[config.mk]
export PLATFORM = sky130hd
export DESIGN_NAME = id_ex_stage
export DESIGN_NICKNAME = d
export VERILOG_FILES = /design/src/rtl/id_ex_stage_pkg.sv /design/src/rtl/id_ex_stage_forward_mux.sv /design/src/rtl/id_ex_stage.sv
export SDC_FILE = /design/constraint.sdc
export NUM_CORES = 1
export LEC_CHECK = 0
export CAP_MARGIN = 15
export CORE_MARGIN = 4
export CORE_UTILIZATION = 45
export CTS_BUF_LIST = sky130_fd_sc_hd__clkbuf_8
export DETAILED_ROUTE_END_ITERATION = 8
export PLACE_DENSITY_LB_ADDON = 0.25
export SLEW_MARGIN = 20
export SYNTH_ARGS = -nofsm -noshare
export SYNTH_HDL_FRONTEND = slang
export SYNTH_SLANG_ARGS = --single-unit
[constraint.sdc]
create_clock -name clk -period 6.9 [get_ports clk]
set_input_delay 1.38 -clock clk [delete_from_list [all_inputs] [get_ports clk]]
set_output_delay 1.38 -clock clk [all_outputs]
set_load 0.005 [all_outputs]
[src/rtl/id_ex_stage_pkg.sv]
// Common package: ALU op codes, operand-select enums and the decoded-instruction
// record shared between decode and the ID/EX pipeline register.
package id_ex_stage_pkg;

  typedef logic [5:0] Vec6;

  localparam Vec6 ALU_SLL = 6'h00;
  localparam Vec6 ALU_SRL = 6'h02;
  localparam Vec6 ALU_ADD = 6'h20;
  localparam Vec6 ALU_SUB = 6'h22;
  localparam Vec6 ALU_AND = 6'h24;
  localparam Vec6 ALU_OR  = 6'h25;

  // Encoding 3 is not named; it selects zero like SRC1_ZERO.
  typedef enum logic [1:0] {
    SRC1_RS    = 2'd0,
    SRC1_SHAMT = 2'd1,
    SRC1_ZERO  = 2'd2
  } Src1Sel;

  typedef enum logic [1:0] {
    SRC2_RT   = 2'd0,
    SRC2_SEXT = 2'd1,
    SRC2_ZEXT = 2'd2,
    SRC2_LUI  = 2'd3
  } Src2Sel;

  typedef struct packed {
    logic [31:0] pc;
    logic [4:0]  rs;
    logic [4:0]  rt;
    logic [31:0] rsData;
    logic [31:0] rtData;
    logic [4:0]  dest;
    logic        regWrite;
    logic [4:0]  shamt;
    logic [15:0] imm16;
    Vec6         aluOp;
    Src1Sel      src1Sel;
    Src2Sel      src2Sel;
  } DecodedInstr;

  // Empty-stage contents: everything zero except a harmless ADD opcode.
  localparam DecodedInstr INSTR_RESET = '{
    pc: 32'd0, rs: 5'd0, rt: 5'd0, rsData: 32'd0, rtData: 32'd0,
    dest: 5'd0, regWrite: 1'b0, shamt: 5'd0, imm16: 16'd0,
    aluOp: ALU_ADD, src1Sel: SRC1_RS, src2Sel: SRC2_RT
  };

  function automatic logic [31:0] signExt16(input logic [15:0] v);
    return {{16{v[15]}}, v};
  endfunction

endpackage

[src/rtl/id_ex_stage_forward_mux.sv]
// Register-operand bypass: picks the youngest in-flight result for a source
// index, falling back to the value held in the pipeline register.
module forward_mux #(
  parameter bit EN = 1'b1
) (
  input  logic [4:0]  idx,
  input  logic [31:0] heldData,
  input  logic        exMemWrite,
  input  logic [4:0]  exMemDest,
  input  logic [31:0] exMemData,
  input  logic        memWbWrite,
  input  logic [4:0]  memWbDest,
  input  logic [31:0] memWbData,
  output logic [31:0] value
);

  // EX/MEM beats MEM/WB; r0 is never bypassed.
  always_comb begin
    value = heldData;
    if (EN && idx != 5'd0) begin
      if (exMemWrite && exMemDest == idx)
        value = exMemData;
      else if (memWbWrite && memWbDest == idx)
        value = memWbData;
    end
  end

endmodule

[src/rtl/id_ex_stage.sv]
// ID/EX pipeline register with operand forwarding and valid/ready handshakes.
//
// state | meaning
// EMPTY | outValid=0, no instruction held, ready for decode
// FULL  | outValid=1, instruction held and presented to execute
module id_ex_stage
  import id_ex_stage_pkg::*;
#(
  parameter bit FWD_EN = 1'b1
) (
  input  logic        clk,
  input  logic        reset,
  input  logic        flush,
  input  logic        inValid,
  output logic        inReady,
  input  logic [31:0] inPc,
  input  logic [4:0]  inRs,
  input  logic [4:0]  inRt,
  input  logic [31:0] inRsData,
  input  logic [31:0] inRtData,
  input  logic [4:0]  inDest,
  input  logic        inRegWrite,
  input  logic [4:0]  inShamt,
  input  logic [15:0] inImm16,
  input  logic [5:0]  inAluOp,
  input  logic [1:0]  inSrc1Sel,
  input  logic [1:0]  inSrc2Sel,
  input  logic        exMemWrite,
  input  logic [4:0]  exMemDest,
  input  logic [31:0] exMemData,
  input  logic        memWbWrite,
  input  logic [4:0]  memWbDest,
  input  logic [31:0] memWbData,
  output logic        outValid,
  input  logic        outReady,
  output logic [31:0] aluInput1,
  output logic [31:0] aluInput2,
  output logic [5:0]  aluOp,
  output logic [31:0] outPc,
  output logic [4:0]  outDest,
  output logic        outRegWrite,
  output logic [31:0] outStoreData
);

  DecodedInstr held;
  DecodedInstr incoming;
  logic        fullQ;
  logic        transfer;
  logic        stall;
  logic [31:0] fwdRs;
  logic [31:0] fwdRt;

  assign inReady  = !fullQ || outReady;
  assign transfer = inValid && inReady;
  assign stall    = fullQ && !outReady;

  assign incoming = '{
    pc: inPc, rs: inRs, rt: inRt, rsData: inRsData, rtData: inRtData,
    dest: inDest, regWrite: inRegWrite, shamt: inShamt, imm16: inImm16,
    aluOp: inAluOp, src1Sel: Src1Sel'(inSrc1Sel), src2Sel: Src2Sel'(inSrc2Sel)
  };

  forward_mux #(.EN(FWD_EN)) uFwdRs (
    .idx(held.rs), .heldData(held.rsData),
    .exMemWrite(exMemWrite), .exMemDest(exMemDest), .exMemData(exMemData),
    .memWbWrite(memWbWrite), .memWbDest(memWbDest), .memWbData(memWbData),
    .value(fwdRs)
  );

  forward_mux #(.EN(FWD_EN)) uFwdRt (
    .idx(held.rt), .heldData(held.rtData),
    .exMemWrite(exMemWrite), .exMemDest(exMemDest), .exMemData(exMemData),
    .memWbWrite(memWbWrite), .memWbDest(memWbDest), .memWbData(memWbData),
    .value(fwdRt)
  );

  // Occupancy and held instruction; a stall refreshes operands so results
  // retiring past MEM/WB while we wait are captured rather than lost.
  always_ff @(posedge clk or posedge reset) begin
    if (reset) begin
      fullQ <= 1'b0;
      held  <= INSTR_RESET;
    end else if (flush) begin
      fullQ <= 1'b0;
    end else if (transfer) begin
      fullQ <= 1'b1;
      held  <= incoming;
    end else if (stall) begin
      held.rsData <= fwdRs;
      held.rtData <= fwdRt;
    end else if (fullQ && outReady) begin
      fullQ <= 1'b0;
    end
  end

  // Operand construction from the held fields and live forwarding.
  always_comb begin
    aluInput1 = 32'd0;
    aluInput2 = fwdRt;
    case (held.src1Sel)
      SRC1_RS:    aluInput1 = fwdRs;
      SRC1_SHAMT: aluInput1 = {27'd0, held.shamt};
      default:    aluInput1 = 32'd0;
    endcase
    case (held.src2Sel)
      SRC2_RT:   aluInput2 = fwdRt;
      SRC2_SEXT: aluInput2 = signExt16(held.imm16);
      SRC2_ZEXT: aluInput2 = {16'd0, held.imm16};
      SRC2_LUI:  aluInput2 = {held.imm16, 16'd0};
      default:   aluInput2 = fwdRt;
    endcase
  end

  assign outValid     = fullQ;
  assign aluOp        = held.aluOp;
  assign outPc        = held.pc;
  assign outDest      = held.dest;
  assign outRegWrite  = held.regWrite;
  assign outStoreData = fwdRt;

endmodule

# Word level (Yosys, flattened, before mapping)
# Index checks and enable logic that the tools add are counted.
dict set report word_totals {
  inputBits 224
  output_inout_bits 142
  regBits 144
  word_cells 56
}
dict set report op_classes {
  bitwise 1
  mux 14
  eq_ne 9
  reduce_logical 19
}
# op n
set op_table {}
lappend op_table {{32-bit two-way mux} 6}
lappend op_table {{64-bit two-way mux} 2}
lappend op_table {{32-bit one-hot mux with 4 select lines} 1}
lappend op_table {{32-bit one-hot mux with 2 select lines} 1}
lappend op_table {{5-bit equality test} 4}
lappend op_table {{5-bit nonzero test} 2}
lappend op_table {{1-bit logical AND} 7}
lappend op_table {{2-bit AND reduction} 3}
lappend op_table {{2-bit by 1-bit equality test with 1-bit output (second input constant)} 2}
lappend op_table {{2-bit equality test (second input constant)} 2}
lappend op_table {{2-bit zero test} 2}
lappend op_table {{1-bit two-way mux} 4}
lappend op_table {{3-bit != test (second input constant)} 1}
lappend op_table {{3-bit nonzero test} 1}
lappend op_table {{1-bit zero test} 2}
lappend op_table {{2-bit nonzero test} 1}
lappend op_table {{1-bit logical OR} 1}
lappend op_table {{1-bit NOT} 1}

# Logic depth before layout (Yosys ltp)
# Gate-level depths: netlist of the first run.
dict set report logic_depth {
  word_depth 7
  mapped_depth 9
  depth_no_buf 7
}

# Hierarchy
# From an unflattened synthesis of the first run, not the netlist that was laid out.
dict set report unflattened {
  cells_unflattened 851
  hier_area_um2 8947.3
}
# mod area_each_um2 cells_per_inst instances seq_area_each_um2
set modules_own_cells {}
lappend modules_own_cells {id_ex_stage 7103.1 655 1 3604.7}
lappend modules_own_cells {forward_mux 922.1 98 2 0.0}

# Worst setup path after synthesis of the first run
# OpenSTA, ideal clock, no wires.
dict set report synth_path {
  kind {input to output}
  from {input memWbDest[4]}
  to {output aluInput2[16]}
  required_ns 5.520
  slack_ns 2.701
  stages 7
  n_path_buf 1
  arrival_ns 2.819
  path_cell_list {xor2_1 > nor4_2 > o211ai_1 > buf_2 > o22ai_1 > a211oi_1 > a311oi_1}
}
dict set report synth_between {
  elab_chain_cells 6
}
# element line_no
set synth_rtl {}
lappend synth_rtl {{start, declared} id_ex_stage.sv:32} ;# input logic [4:0] memWbDest,
lappend synth_rtl {{5-bit equality test} id_ex_stage_forward_mux.sv:23} ;# else if (memWbWrite && memWbDest == idx)
lappend synth_rtl {{1-bit logical AND} id_ex_stage_forward_mux.sv:23}
lappend synth_rtl {{32-bit two-way mux} id_ex_stage_forward_mux.sv:23}
lappend synth_rtl {{32-bit two-way mux} id_ex_stage_forward_mux.sv:21} ;# if (exMemWrite && exMemDest == idx)
lappend synth_rtl {{32-bit two-way mux} id_ex_stage_forward_mux.sv:20} ;# if (EN && idx != 5'd0) begin
lappend synth_rtl {{32-bit one-hot mux with 4 select lines} id_ex_stage.sv:105} ;# case (held.src2Sel)
lappend synth_rtl {{end, declared} id_ex_stage.sv:37} ;# output logic [31:0] aluInput2,
# No other way between the ends.

# Worst setup path after layout of the first run
dict set report layout_path {
  from {input exMemDest[4]}
  to {output aluInput2[0]}
}
dict set report layout_between {
  elab_chain_cells 5
}
# element line_no
set layout_rtl {}
lappend layout_rtl {{start, declared} id_ex_stage.sv:29} ;# input logic [4:0] exMemDest,
lappend layout_rtl {{5-bit equality test} id_ex_stage_forward_mux.sv:21}
lappend layout_rtl {{1-bit logical AND} id_ex_stage_forward_mux.sv:21}
lappend layout_rtl {{32-bit two-way mux} id_ex_stage_forward_mux.sv:21}
lappend layout_rtl {{32-bit two-way mux} id_ex_stage_forward_mux.sv:20}
lappend layout_rtl {{32-bit one-hot mux with 4 select lines} id_ex_stage.sv:105}
# No other way between the ends.

==> metrics.md, run 1 <==
| Metric | Value |
|---|---|
| Global-route wire length before repair | 51300 um |
| Mean post-synth cell area | 8.92 sq um |
| I/O pin cnt | 366 |
| Number of antenna violations at the first check in global routing | 0 |
| Fraction of the cycle the final worst path needs | 85.8% |
| Number of cells on the critical path | 9 |
| Crit path max fanout | 46 |
| EDFF count, synth | 0 |
| Classification of the worst-slack hold path | flip-flop to flip-flop |
| Avg WL per Cell | 22.1 um |
| Level count of the clock H-tree | 4 |
| Hold Path Depth | 1 |
| Most repeated library cell on the critical path | sky130_fd_sc_hd__clkdlybuf4s50_1 |
| Die width | 149 um |
| Maximum number of pins on one net before global-route repair | 99 |
| DP Cell Count | 1514 |
| Setup slack after layout | 981 ps |
| Routed via count divided by cell count | 5.89 |
| Max incr delay on CP | 560 ps |
| Most common flop cell mapped by yosys | sky130_fd_sc_hd__dfrtp_1 |
| Cell breakdown of the critical path | clkdlybuf4s50_1 -> xnor2_1 -> nand4_1 -> or2_2 -> o2bb2ai_4 -> buf_12 -> a21oi_1 -> o21ai_0 -> clkdlybuf4s50_1 |
| CTS Hold Bufs | 0 |
| Worst Max-Slew Pin Slew | 1010 ps |
| Setup bufs post-CTS | 0 |
| CTS sink count | 144 |
| Number of warning messages in the yosys log | 0 |
| Clock-pin slew reported for the worst setup and hold paths after clock tree synthesis | 110 ps |
| Row count | 51 |
| Number of maximum-capacitance constraint violations | 0 |
| Share of synthesized area occupied by flip-flops and latches | 40.3% |
| Library cell used as clock root buffer | sky130_fd_sc_hd__clkbuf_8 |
| Most common cell after layout, fill and taps aside | sky130_fd_sc_hd__clkdlybuf4s50_1 |
| Worst Path Class, Setup | input port to primary output |
| Hpwl dp | 25600 um |
| Setup slack at placement | 984 ps |
| Worst-case hold slack | 516 ps |
| Die height | 149 um |
| Vias in the first global route | 9196 |
| Accumulated negative setup slack | 0 ps |
| Clock period minus final worst setup slack | 5920 ps |
| Setup Skew | 16.2 ps |
| Count of final hold-check violations | 0 |
| NumNets Final | 1492 |
| Post-synth net total | 1226 |
| WL final | 34100 um |
| Max IR drop VDD | 145 uV |
| Commonest non-fill, non-tap cells in the layout | 365 x sky130_fd_sc_hd__clkdlybuf4s50_1, 142 x sky130_fd_sc_hd__dfrtp_1, 102 x sky130_fd_sc_hd__nand2_1 |
| Layout Area Growth over Synthesis | 43.1% |
| Outcome | complete, no violations |
| Antenna Cells | 0 |
| Power Total | 3.05 mW |
| Number of cells on the worst reg-to-reg path | 6 |
| Total Routing Usage GR | 29.9% |
| Number of routed nets with antenna violations | 0 |
| Buffers on Ports | 365 |
| Gate family responsible for the most delay along the worst path | buffers and inverters |
| Max-slew violation count | 0 |
| Maximum clock insertion buffer count | 2 |
| Setup repair after global routing missed its margin | no |
| Residual DRC | 0 |
| Number of instances resized during post-cts repair | 0 |
| Share of layout cells above drive strength 1 | 10.7% |
| Cell at the slowest stage of the critical path | sky130_fd_sc_hd__clkdlybuf4s50_1 |
| CTS tree | done |
| Clock latency reported for the late side of the worst-skew pair | 470 ps |
| Worst Setup End Kind | primary output |
| Floorplan die area | 22200 sq um |
| Power density normalized to cell area | 238 nW/um^2 |
| Share of synthesized registers carrying an async set or reset | 100% |
| Vias after detailed routing | 9103 |
| Worst max-slew margin expressed relative to the limit | 32.4% |
| Maximum clock frequency | 169 MHz |
| CTS Buf Count | 17 |
| Initial standard-cell utilization of the core | 45.8% |
| Worst path required time | 5520 ps |
| Total of flip-flops plus latches after synthesis | 144 |
| Final standard cell count with taps included and fillers excluded | 1546 |
| Synthesized cell area | 8940 sq um |
| Worst EP arrival | 4540 ps |
| Crit path launch type | input port |
| LEAKAGE | 4.99 nW |
| GP Congestion | 0.882 |
| Unique masters post-synth | 45 |
| Post-Synthesis Cells | 1002 |
| GR Overflow Total | 0 |
| Worst path bufs/invs | 3 |
| Number of DRC markers after the initial detailed-route iteration | 761 |
| Finish-stage setup viols | 0 |
| Area of the core | 19500 sq um |
| Length of the first detailed-routing pass in iterations | 5 |
==> layout make-up <==
| cell class | count | area (sq um) |
|---|---|---|
| Multi-Input combinational cell | 690 | 4520 |
| Fill cell | 1609 | 6730 |
| Sequential cell | 144 | 3610 |
| Clock buffer | 17 | 234 |
| Clock inverter | 15 | 193 |
| Tap cell | 265 | 332 |
| Timing Repair Buffer | 379 | 3770 |
| Inverter | 36 | 140 |
==> report_power, final <==
part           internal (mW)  total (mW)  switching [mW]  leakage [nW]
Sequential              1.00        1.16           0.155          1.64
Combinational          0.705        1.19           0.490          3.14
Clock                  0.278       0.695           0.418         0.205
==> final timing paths <==
path,startpoint,slack [ps],end
setup / recovery,exMemDest[4],980,aluInput2[0]
hold / removal,outPc[15],520,outPc[15]
setup reg to reg,held[101],4180,held[49]
hold reg to reg,outPc[15],520,outPc[15]
max in group asynchronous,reset,4190,held[0]
min in group asynchronous,reset,1460,held[30]
==> worst register-to-register path, delay by kind of cell, from the launching register on <==
kind             cells  cell delay, ps
XOR/XNOR             1             190
AND/OR/NAND/NOR      2             750
AO/OA/AOI/OAI        3            1150
flip-flops           1             500
==> cell usage after synthesis (all sizes together) (18+ instances only) <==
master / instances / share of area [%]
a21o: 18 / 1.5
o221ai: 32 / 3.1
mux2: 74 / 9.3
o21ai: 22 / 1.2
inv: 36 / 1.5
a21oi: 66 / 3.7
dfrtp: 143 / 40
a211oi: 42 / 3.5
nor3: 50 / 2.8
buf: 79 / 5.8
o22a: 27 / 2.6
clkbuf: 53 / 2.2
nand2: 103 / 4.3
nor2: 85 / 3.6
o22ai: 52 / 3.6
==> state kept, by name, summed over array words and instances (netlist names) <==
register and count:
aluOp 6, outPc 32, outRegWrite 1, outValid 1, held 99, outDest 5
==> through the flow <==
| stage | instance area (sq um) | util [%] |
|---|---|---|
| detailed placement | 12400 | 63.3 |
| global placement | 12400 | 63.3 |
| global route | 12800 | 65.5 |
| finish | 12800 | 65.5 |
| floorplan | 8940 | - |
| CTS | 12800 | 65.5 |
==> cells by family after synthesis <==
kind of cell / after synthesis / share of synthesized area, %
compound gates: 328 / 26.0
xor+xnor: 20 / 1.96
buf+inv: 168 / 9.53
flops: 144 / 40.3
mux: 74 / 9.32
simple gates: 268 / 12.8
==> layer usage <==
metal / vias up / share of wire (%) / GRT usage, %
met5: - / 0 / 0
met4: 0 / 5.2 / 14.1
met3: 105 / 9.7 / 8.90
met2: 484 / 48 / 49.9
met1: 4321 / 37 / 35.5
li1: 4193 / - / -
Power figures use the tool's default switching activity.
==> run 2: changes to the inputs <==
PLACE_DENSITY = 0.83   (was default)
PLACE_DENSITY_LB_ADDON = default   (was 0.25)
==> metrics.md, run 2 (synthesis results as in run 1) <==
| Metric | Value |
|---|---|
| Number of maximum-capacitance constraint violations | 0 (unchanged) |
| Total Routing Usage GR | 30.8% (+0.88 points) |
| CTS Buf Count | 17 (unchanged) |
| NumNets Final | 1493 (+0.067%) |
| Setup Skew | 15.4 ps (-0.801 ps) |
| Global-route wire length before repair | 53100 um (+3.5%) |
| Clock period minus final worst setup slack | 5850 ps (-73.3 ps) |
| Outcome | complete, no violations |
| Beginning of the worst register-to-register path | held[101] |
| Crit path max fanout | 47 (+2.2%) |
| Worst path bufs/invs | 3 (unchanged) |
| Clock-pin slew reported for the worst setup and hold paths after clock tree synthesis | 100 ps (about the same) |
| Count of final hold-check violations | 0 (unchanged) |
| Number of antenna violations at the first check in global routing | 0 (unchanged) |
| Vias after detailed routing | 9264 (+1.8%) |
| Number of routed nets with antenna violations | 0 (unchanged) |
| Antenna Cells | 0 (unchanged) |
| Commonest non-fill, non-tap cells in the layout | 365 x sky130_fd_sc_hd__clkdlybuf4s50_1, 142 x sky130_fd_sc_hd__dfrtp_1, 102 x sky130_fd_sc_hd__nand2_1 |
| CTS Hold Bufs | 0 (unchanged) |
| Maximum clock insertion buffer count | 2 (unchanged) |
| Maximum clock frequency | 171 MHz (+1.3%) |
| Die width | 149 um (unchanged) |
| WL final | 35200 um (+3.3%) |
| Accumulated negative setup slack | 0 ps (unchanged) |
| Vias in the first global route | 9178 (-0.20%) |
| Share of layout cells above drive strength 1 | 10.8% (+0.070 points) |
| FF-to-FF setup slack | 3940 ps (-240 ps) |
| Setup repair after global routing missed its margin | no |
| Power density normalized to cell area | 243 nW/um^2 (+2.0%) |
| Row count | 51 (unchanged) |
| Number of DRC markers after the initial detailed-route iteration | 819 (+7.6%) |
| Startpoint of the worst setup timing path | exMemDest[4] |
| Gate family responsible for the most delay along the worst path | buffers and inverters |
| Finish-stage setup viols | 0 (unchanged) |
| Setup bufs post-CTS | 0 (unchanged) |
| GP Congestion | 0.950 (+7.7%) |
| CTS sink count | 144 (unchanged) |
| Library cell used as clock root buffer | sky130_fd_sc_hd__clkbuf_8 |
| Max-slew violation count | 0 (unchanged) |
| Level count of the clock H-tree | 4 (unchanged) |
| Hpwl dp | 26400 um (+3.2%) |
| LEAKAGE | 5.01 nW (+0.38%) |
| Residual DRC | 0 (unchanged) |
| Area of all placed cells without fillers | 12800 sq um (about the same) |
| Crit path launch type | input port |
| Length of the first detailed-routing pass in iterations | 6 (+1) |
| Number of cells on the worst reg-to-reg path | 7 (+1) |
| Buffers on Ports | 365 (unchanged) |
| GR Overflow Total | 0 (unchanged) |
| Max incr delay on CP | 580 ps (+20 ps) |
| Fraction of the cycle the final worst path needs | 84.7% (-1.1 points) |
| Largest register by flop count | held |
| I/O pin cnt | 366 (unchanged) |
| Crit path capture | aluInput2[20] |
| CTS tree | done |
| Maximum number of pins on one net before global-route repair | 83 (-16%) |
| Worst EP arrival | 4470 ps (-70 ps) |
| Worst max-slew margin expressed relative to the limit | 29.8% (-2.6 points) |
| Cell area after placement | 12400 sq um (about the same) |
| Max IR drop VDD | 163 uV (+12%) |
| Cell at the slowest stage of the critical path | sky130_fd_sc_hd__clkdlybuf4s50_1 |
| Worst path required time | 5520 ps (about the same) |
| Layout Area Growth over Synthesis | 43.3% (about the same) |
| Most repeated library cell on the critical path | sky130_fd_sc_hd__clkdlybuf4s50_1 |
| Number of flip-flops under the largest register name | 99 (unchanged) |
| Initial standard-cell utilization of the core | 45.8% (unchanged) |
| Classification of the worst-slack hold path | flip-flop to flip-flop |
| Die height | 149 um (unchanged) |
| Worst Path Class, Setup | input port to primary output |
| Clock latency reported for the late side of the worst-skew pair | 460 ps (about the same) |
| Area of the core | 19500 sq um (unchanged) |
| Most common cell after layout, fill and taps aside | sky130_fd_sc_hd__clkdlybuf4s50_1 |
| Routed via count divided by cell count | 5.99 (+1.7%) |
| Worst Max-Slew Pin Slew | 1050 ps (+39.0 ps) |
| Avg WL per Cell | 22.8 um (+3.2%) |
| Cell breakdown of the critical path | clkdlybuf4s50_1 -> xnor2_1 -> nand4_1 -> or2_2 -> o2bb2ai_4 -> buf_12 -> a211oi_1 -> a311oi_1 -> clkdlybuf4s50_1 |
| Number of instances resized during post-cts repair | 0 (unchanged) |
| Number of cells on the critical path | 9 (unchanged) |
| Floorplan die area | 22200 sq um (unchanged) |
| Worst Setup End Kind | primary output |
| Reg-to-reg critical path endpoint | held[47] |
==> run 2: power by group <==
part	internal [mW]	total (mW)	switching [mW]
clock network	0.342	0.741	0.399
logic	0.705	1.21	0.501
registers	1.00	1.17	0.162
==> run 2: worst min-delay path by stage <==
stage | from | endpoint | cells after the start
finish | outPc[14] | outPc[14] | 1
global route | outPc[9] | outPc[9] | 1
CTS | outPc[16] | outPc[16] | 1
detailed placement | outPc[16] | outPc[16] | 1
global placement | outPc[20] | outPc[20] | 1
floorplan | aluOp[0] | aluOp[0] | 1
==> run 2: metal layers <==
metal	share of wire (%)	vias up	global-route usage [%]
li1	-	4176	-
met1	37	4445	37.5
met5	0	-	0
met4	4.0	0	12.2
met3	10	92	8.69
met2	49	551	51.7
==> run 2: area by class of cell <==
cell class | count | area, sq um
clock buffer | 17 | 234
fill | 1604 | 6720
timing repair buffer | 380 | 3780
clock inverter | 15 | 195
multi-input combinational | 690 | 4520
tap | 265 | 332
inverter | 36 | 140
sequential | 144 | 3610
==> run 2: stage by stage <==
stage                     instances  worst slack, ps  hold WS [ps]  utilization, %  total power [mW]
after floorplan                1002             1660           482               -              1.73
after global placement         1515             1160           488            63.4              2.35
after detailed placement       1515             1070           495            63.4              2.38
after CTS                      1547             1080           517            65.6              3.12
after global routing           1547              847           529            65.6              3.27
final                          1547             1050           514            65.6              3.11
